--- src/rtl/spi_ctrl_pkg.sv ---
// spi_ctrl_burst shared types and control-word layout.
// States, bit positions and small width helpers.
package spi_ctrl_pkg;

  typedef enum logic [2:0] {
    S_IDLE,
    S_CLEAR,
    S_START,
    S_WAIT,
    S_STORE,
    S_DONE
  } state_t;

  localparam int SEND_BIT  = 0;
  localparam int CLEAR_BIT = 1;
  localparam int NTX_LSB   = 2;

  // cs_sel sits directly above the n_tx field
  function automatic int cs_lsb(input int cnt_w);
    return NTX_LSB + cnt_w;
  endfunction

  function automatic int clog2_min1(input int n);
    return (n > 1) ? $clog2(n) : 1;
  endfunction

endpackage

--- src/rtl/spi_ctrl_burst_edge_pend.sv ---
// Rising-edge detector feeding a set/consume pending latch.
// A new rise wins over a same-cycle consume.
module edge_pend (
  input  logic clk,
  input  logic rst,
  input  logic i_lvl,
  input  logic i_consume,
  output logic o_pend
);

  logic r_q;
  logic r_pend;
  logic w_rise;

  assign w_rise = i_lvl & ~r_q;
  assign o_pend = r_pend;

  always_ff @(posedge clk or negedge rst) begin
    if (!rst) begin
      r_q    <= 1'b0;
      r_pend <= 1'b0;
    end else begin
      r_q    <= i_lvl;
      r_pend <= (r_pend & ~i_consume) | w_rise;
    end
  end

endmodule

--- src/rtl/spi_ctrl_burst.sv ---
// Burst SPI transaction controller: decodes the control word,
// sequences N transfers and strobes data/control write-backs.
module spi_ctrl_burst
  import spi_ctrl_pkg::*;
#(
  parameter  int DATA_W  = 32,
  parameter  int CNT_W   = 8,
  parameter  int N_CS    = 4,
  parameter  int TIMEOUT = 1024,
  localparam int CS_W    = clog2_min1(N_CS)
) (
  input  logic              clk,
  input  logic              rst,
  input  logic [DATA_W-1:0] i_data_control,
  input  logic              i_spi_done,
  output logic              o_send,
  output logic              o_clear,
  output logic              eneable_SPI,
  output logic [CS_W-1:0]   o_cs,
  output logic [CNT_W-1:0]  transac,
  output logic              WR2D,
  output logic              WR2C,
  output logic [DATA_W-1:0] o_ctrl_wb,
  output logic              o_busy,
  output logic              o_err,
  output logic              o_ovf
);

  localparam int CSL  = cs_lsb(CNT_W);
  localparam int TW   = $clog2(TIMEOUT + 1);
  localparam logic [TW-1:0] TMO_LAST = TW'(TIMEOUT - 1);

  state_t r_state;
  state_t w_nxt;

  logic              w_send_pend;
  logic              w_clr_pend;
  logic              w_send_take;
  logic              w_clr_take;
  logic [CNT_W-1:0]  w_ntx;
  logic [CS_W-1:0]   w_cs_sel;
  logic              w_cs_bad;
  logic              w_tmo_hit;
  logic [CNT_W-1:0]  r_rem;
  logic [TW-1:0]     r_tmo;
  logic [CS_W-1:0]   r_cs;
  logic [CNT_W-1:0]  r_transac;
  logic              r_err;
  logic              r_ovf;

  assign w_ntx     = i_data_control[NTX_LSB +: CNT_W];
  assign w_cs_sel  = i_data_control[CSL +: CS_W];
  assign w_cs_bad  = {1'b0, w_cs_sel} >= (CS_W + 1)'(N_CS);
  assign w_tmo_hit = r_tmo == TMO_LAST;

  edge_pend u_send (
    .clk       (clk),
    .rst       (rst),
    .i_lvl     (i_data_control[SEND_BIT]),
    .i_consume (w_send_take),
    .o_pend    (w_send_pend)
  );

  edge_pend u_clr (
    .clk       (clk),
    .rst       (rst),
    .i_lvl     (i_data_control[CLEAR_BIT]),
    .i_consume (w_clr_take),
    .o_pend    (w_clr_pend)
  );

  always_ff @(posedge clk or negedge rst) begin
    if (!rst) r_state <= S_IDLE;
    else      r_state <= w_nxt;
  end

  always_comb begin
    w_nxt       = r_state;
    w_send_take = 1'b0;
    w_clr_take  = 1'b0;
    unique case (r_state)
      S_IDLE: begin
        if (w_clr_pend) begin
          w_clr_take = 1'b1;
          w_nxt      = S_CLEAR;
        end else if (w_send_pend) begin
          w_send_take = 1'b1;
          w_nxt       = w_cs_bad ? S_DONE : S_START;
        end
      end
      S_CLEAR: w_nxt = S_IDLE;
      S_START: w_nxt = S_WAIT;
      S_WAIT: begin
        if (i_spi_done)     w_nxt = S_STORE;
        else if (w_tmo_hit) w_nxt = S_DONE;
      end
      S_STORE: w_nxt = (r_rem == CNT_W'(1)) ? S_DONE : S_START;
      S_DONE:  w_nxt = S_IDLE;
      default: w_nxt = S_IDLE;
    endcase
  end

  always_ff @(posedge clk or negedge rst) begin
    if (!rst) begin
      r_rem     <= '0;
      r_tmo     <= '0;
      r_cs      <= '0;
      r_transac <= '0;
      r_err     <= 1'b0;
      r_ovf     <= 1'b0;
    end else begin
      unique case (r_state)
        S_IDLE: begin
          if (w_send_take) begin
            r_rem <= (w_ntx == '0) ? CNT_W'(1) : w_ntx;
            r_cs  <= w_cs_sel;
            if (w_cs_bad) r_err <= 1'b1;
          end
        end
        S_CLEAR: begin
          r_transac <= '0;
          r_err     <= 1'b0;
          r_ovf     <= 1'b0;
        end
        S_START: r_tmo <= '0;
        S_WAIT: begin
          if (!i_spi_done) begin
            if (w_tmo_hit) r_err <= 1'b1;
            else           r_tmo <= r_tmo + 1'b1;
          end
        end
        S_STORE: begin
          r_transac <= r_transac + 1'b1;
          if (&r_transac) r_ovf <= 1'b1;
          r_rem <= r_rem - 1'b1;
        end
        default: ;
      endcase
    end
  end

  assign o_send      = r_state == S_START;
  assign o_clear     = r_state == S_CLEAR;
  assign WR2D        = r_state == S_STORE;
  assign WR2C        = r_state == S_DONE;
  assign eneable_SPI = o_send | WR2D | (r_state == S_WAIT);
  assign o_busy      = (r_state != S_IDLE) && (r_state != S_CLEAR);
  assign o_cs        = r_cs;
  assign transac     = r_transac;
  assign o_err       = r_err;
  assign o_ovf       = r_ovf;
  assign o_ctrl_wb   = WR2C ?
    {i_data_control[DATA_W-1:1], 1'b0} : '0;

endmodule

--- config.mk ---
export PLATFORM = sky130hd
export DESIGN_NAME = spi_ctrl_burst
export DESIGN_NICKNAME = d
export VERILOG_FILES = /design/src/rtl/spi_ctrl_pkg.sv /design/src/rtl/spi_ctrl_burst_edge_pend.sv /design/src/rtl/spi_ctrl_burst.sv
export SDC_FILE = /design/constraint.sdc
export NUM_CORES = 1
export LEC_CHECK = 0
export BUFFER_PORTS_ARGS = -buffer_cell sky130_fd_sc_hd__buf_2
export CORE_ASPECT_RATIO = 0.8
export CORE_MARGIN = 10
export CORE_UTILIZATION = 40
export DETAILED_ROUTE_END_ITERATION = 10
export PLACE_DENSITY = 0.67
export SYNTH_ARGS = -nofsm -noshare
export SYNTH_HDL_FRONTEND = slang
export SYNTH_SLANG_ARGS = --single-unit
--- constraint.sdc ---
create_clock -name clk -period 2.5 [get_ports clk]
set_clock_uncertainty 0.15 [all_clocks]
set_input_delay 0.125 -clock clk [delete_from_list [all_inputs] [get_ports clk]]
set_output_delay 0.125 -clock clk [all_outputs]
set_load 0.03 [all_outputs]
# ---- Word level (Yosys, flattened, before mapping)
# Cells that the tools add are included.
dict set report op_classes {
  n_addsub 3
  multipliers 0
  div 0
  order_cmp 0
  eq_ne 15
  n_shift 0
  muxes 24
  n_bitwise 12
  reduce_logical 15
}
# operator n
set op_table {}
lappend op_table {{$mux 32} 1}
lappend op_table {{$pmux 8 s2} 2}
lappend op_table {{$mux 11} 2}
lappend op_table {{$pmux 11 s2} 1}
lappend op_table {{$mux 8} 2}
lappend op_table {{$mux 3} 5}
lappend op_table {{$pmux 3 s4} 1}
lappend op_table {{$add 11x1->11 const B} 1}
lappend op_table {{$eq 11x10->1 const B} 1}
lappend op_table {{$add 8x1->8 const B} 1}
lappend op_table {{$eq 8x1->1 const B} 1}
lappend op_table {{$logic_not 8->1} 1}
lappend op_table {{$mux 1} 8}
lappend op_table {{$reduce_and 2->1} 4}
lappend op_table {{$reduce_and 8->1} 1}
lappend op_table {{$reduce_bool 2->1} 4}
lappend op_table {{$sub 8x1->8 const B} 1}
lappend op_table {{$eq 3x2->1 const B} 2}
lappend op_table {{$eq 3x3->1 const B} 2}
lappend op_table {{$ne 2x2->1 const B} 3}
lappend op_table {{$ne 3x1->1 const B} 2}
lappend op_table {{$reduce_and 3->1} 2}
lappend op_table {{$and 1x1->1} 4}
lappend op_table {{$ne 2x1->1 const B} 2}
lappend op_table {{8 further kinds} 15}
dict set report totals {
  regBits 38
  latch_bits 0
  ramBits 0
  mem_bits_ro 0
  input_bits 35
  out_inout_bits 50
  word_cells 80
  mem_count 0
}

# ---- Depth between registers and ports, before layout
dict set report logic_depth {
  ltp_word 6
  depth_mapped 7
}

# ---- Cells and area by module
# From an unflattened synthesis, not the netlist that was laid out.
dict set report unflattened {
  cells_unflattened 252
  hier_area_um2 2233.4
}
# mod instances cells_per_inst area_each_um2 seq_area_each_um2
set modules_own_cells {}
lappend modules_own_cells {spi_ctrl_burst 1 242 2093.3 850.8}
lappend modules_own_cells {edge_pend 2 5 70.1 50.0}

# ---- Worst setup path before layout
# No wires, ideal clock.
dict set report synth_path {
  kind {reg-to-output}
  start {register r_state[2]}
  end {output port o_ctrl_wb[22]}
  t_arrival_ps 1661
  t_required_ps 2225
  path_slack_ps 564
  path_stages_with_launch 5
  path_buffers 2
  cell_sequence {dfrtp_1 clkbuf_1 and3b_1 clkbuf_1 and2_1}
}
dict set report synth_via {
  elab_chain_len 2
}
# item line
set synth_rtl {}
lappend synth_rtl {{from (decl)} spi_ctrl_burst.sv:33} ;# state_t r_state;
lappend synth_rtl {{from (signal assigned)} spi_ctrl_burst.sv:74} ;# else r_state <= w_nxt;
lappend synth_rtl {{$eq 3x3->1} spi_ctrl_burst.sv:145} ;# assign WR2C = r_state == S_DONE;
lappend synth_rtl {{via WR2C} spi_ctrl_burst.sv:22} ;# output logic WR2C,
lappend synth_rtl {{$mux 32} spi_ctrl_burst.sv:152} ;# assign o_ctrl_wb = WR2C ?
lappend synth_rtl {{to (decl)} spi_ctrl_burst.sv:23} ;# output logic [DATA_W-1:0] o_ctrl_wb,
# The timed path passes the listed nets, and every way through them passes these cells.

# ---- Worst setup path after layout
dict set report layout_path {
  start {register r_state[2]}
  end {output port eneable_SPI}
}
dict set report layout_via {
  elab_chain_len 3
}
# item line
set layout_rtl {}
lappend layout_rtl {{$eq 3x2->1 or $eq 3x3->1 (tied branches)} {spi_ctrl_burst.sv:142, spi_ctrl_burst.sv:144}}
lappend layout_rtl {{$or 1x1->1} spi_ctrl_burst.sv:146} ;# assign eneable_SPI = o_send | WR2D | (r_state == S_WAIT);
lappend layout_rtl {{$or 1x1->1 *} spi_ctrl_burst.sv:146}
lappend layout_rtl {{to (decl)} spi_ctrl_burst.sv:18} ;# output logic eneable_SPI,
# Every way passes the cells marked *; elsewhere a longest branch is shown, timed or not.

==> impl_metrics.env <==
export IMPL_status="completed"
export IMPL_synth_distinct_cells=51
export IMPL_r2r_start="r_tmo[0]"
export IMPL_finalHoldViolCount=0
export IMPL_max_freq_mhz=469
export IMPL_die_area_sq_mm=0.00909
export IMPL_final_setup_viol_count=0
export IMPL_crit_required_ps=2230
export IMPL_worst_pin_slew_ps=852
export IMPL_finalCriticalPeriod_ps=2130
export IMPL_final_common_cell="buf_2"
export IMPL_die_height_um=87.3
export IMPL_grt_pass1_wl_mm=10.9
export IMPL_max_stage_delay_ps=540
export IMPL_relSlewSlack_pct=43.2
export IMPL_start_kind="register"
export IMPL_avgRoutedWirePerCell_um=15.1
export IMPL_ys_top_cells_by_area="dfrtp_1, and2_1, o21ai_0"
export IMPL_ys_flop_type="dfrtp_1"
export IMPL_grt_util_all_layers_pct=14.4
export IMPL_io_buffers=83
export IMPL_path_buf_inv=2
export IMPL_leakage_nw=1.51
export IMPL_worst_slack_ps=366
export IMPL_io_pins=85
export IMPL_max_cap_violations=0
export IMPL_cp_max_fo=15
export IMPL_stdcell_area_sq_mm=0.00298
export IMPL_synthCells=250
export IMPL_ys_warn_count=0
export IMPL_synth_edff_count=0
export IMPL_crit_type="register to primary output"
export IMPL_cp_top_family="simple AND/OR/NAND/NOR gates"
export IMPL_route_detailed_drc=0
export IMPL_initial_utilization_pct=41.4
export IMPL_first_global_vias=2271
export IMPL_path_cells="or3b_1 -> buf_4 -> nand2_1 -> buf_2"
export IMPL_postCtsSetupBuffers=0
export IMPL_critPathSlowestCell="dfrtp_1"
export IMPL_hpwl_mm=4.89
export IMPL_cts_sinks=38
export IMPL_ys_ff_latch=38
export IMPL_fp_dieW_um=104
export IMPL_area_growth_pct=31.4
export IMPL_cp_startpoint="r_state[2]"
export IMPL_antenna_left=0
export IMPL_fin_util_pct=54.5
export IMPL_rows=24
export IMPL_min_period_over_period_pct=85.4
export IMPL_antenna_found_initial=0
export IMPL_fin_tns_setup_ps=0
export IMPL_grt_ovfl_total=0
export IMPL_synth_nets=289
export IMPL_holdCritStartpoint="i_data_control[3]"
export IMPL_ir_drop_mv=0.477
export IMPL_layout_nets=382
export IMPL_clkTransAtPathRegs_ps=80
export IMPL_via_per_inst=5.22
export IMPL_clock_latency_ps=290
export IMPL_cts_buffers=5
export IMPL_vias=2202
export IMPL_drt_initial_drc_count=91
export IMPL_htreeDepth=2
export IMPL_cp_arrival_ps=1860
export IMPL_layout_common_cells="buf_2, dfrtp_1, and2_1"
export IMPL_drt_wl_total_mm=6.37
export IMPL_place_gp_congestion=0.805
export IMPL_synth_area_sq_mm=0.00226
export IMPL_clock_path_buffers=2
export IMPL_drive_gt1_share_pct=32.0
export IMPL_clock_tree_root_cell="clkbuf_8"
export IMPL_cts_resized=0
export IMPL_placed_cell_area_sq_mm=0.00274
export IMPL_num_antenna_cells=0
export IMPL_power_total_mw=2.81
export IMPL_drtPass1Iterations=4
export IMPL_num_fill_cells=527
export IMPL_synthArstFlopShare_pct=100
export IMPL_grt_max_degree=39
export IMPL_synth_top_area_share_pct=42.0
export IMPL_drv_slew=0
export IMPL_pwr_density_cell_mw_per_mm2=943
export IMPL_synth_top_area_cell="dfrtp_1"
export IMPL_avgSynthCellArea_sq_um=9.06
export IMPL_worst_setup_path_end_kind="primary output"
export IMPL_hp_class="input pin to register"
export IMPL_dp_worst_setup_slack_ps=528
export IMPL_ys_seq_area_share_pct=42.0
export IMPL_cts_tree="built"
export IMPL_core_area_sq_mm=0.00547
export IMPL_rsz0062_at_grt="no"
path summary, 6_finish.rpt:
path / to / slack, ps / cells past startpoint
worst max-delay path: eneable_SPI / 370 / 4
worst min-delay path: r_rem[1] / 30 / 3
worst max register to register: r_tmo[7] / 530 / 5
worst min register to register: u_clr.o_pend / 270 / 1
max in group asynchronous: u_send.r_q / 1340 / 2
min in group asynchronous: r_tmo[3] / 330 / 2
layout make-up:
type                            instances  area [sq um]  area share, %
Timing Repair Buffer                   98           571           19.2
Sequential cell                        38           951           31.9
Inverter                                9          46.3           1.56
Multi-Input combinational cell        191          1200           40.2
Clock buffer                            5          68.8           2.31
Tap cell                               78          97.6           3.28
Clock inverter                          3          45.0           1.51
cell families after synthesis:
logic type | share of synthesized area (%)
AND/OR/NAND/NOR | 30.3
AO/OA/AOI/OAI | 17.5
flip-flops | 42.0
buffers and inverters | 5.14
multiplexers | 2.32
adder cells (fa/ha/maj) | 2.21
other | 0.166
XOR/XNOR | 0.387
metal layers:
metal	up-vias	wire [um]	GRT usage, %
met5	-	0	0
met4	0	78	5.04
met3	6	646	6.14
met2	82	2750	22.0
met1	1036	2890	17.8
li1	1078	-	-
sequential cells by signal, indices dropped and copies added (netlist names), 2 cells and up:
name	flops
r_state	3
o_cs	2
r_rem	8
transac	8
r_tmo	11
where the power goes:
part	switching (mW)	internal, mW
sequential	0.216	0.779
clock	0.234	0.297
combinational	0.801	0.480
per-stage QoR:
step / instances / hold WS (ps)
floorplan: 250 / -321
global placement: 402 / 105
detailed placement: 402 / 100
CTS: 422 / 30.6
global route: 422 / 37.8
finish: 422 / 34.6
cell usage after synthesis, drive strengths merged, types with 2 or more instances:
cell	number
a22o	2
nand2	22
or3	2
and3	5
nor4	5
ha	4
inv	8
a21o	2
nand4	7
a31oi	9
nor3	9
nor2	18
buf	7
nand2b	2
clkbuf	5
o221ai	2
nand3	9
o221a	5
dfrtp	38
a21oi	13
o21ai	20
nor2b	2
mux2i	3
and3b	2
and2	31
mux2	2
worst min-delay path: cells and delay by family:
family,cells,cell delay (ps)
mux,2,200
buf+inv,1,110
repair_timing:
action | CTS | global route
setup endpoints to repair | 0 | 0
hold buffers | 12 | 0
endpoints found under the hold margin | 51 | 0
(Power assumes the default switching activity.)
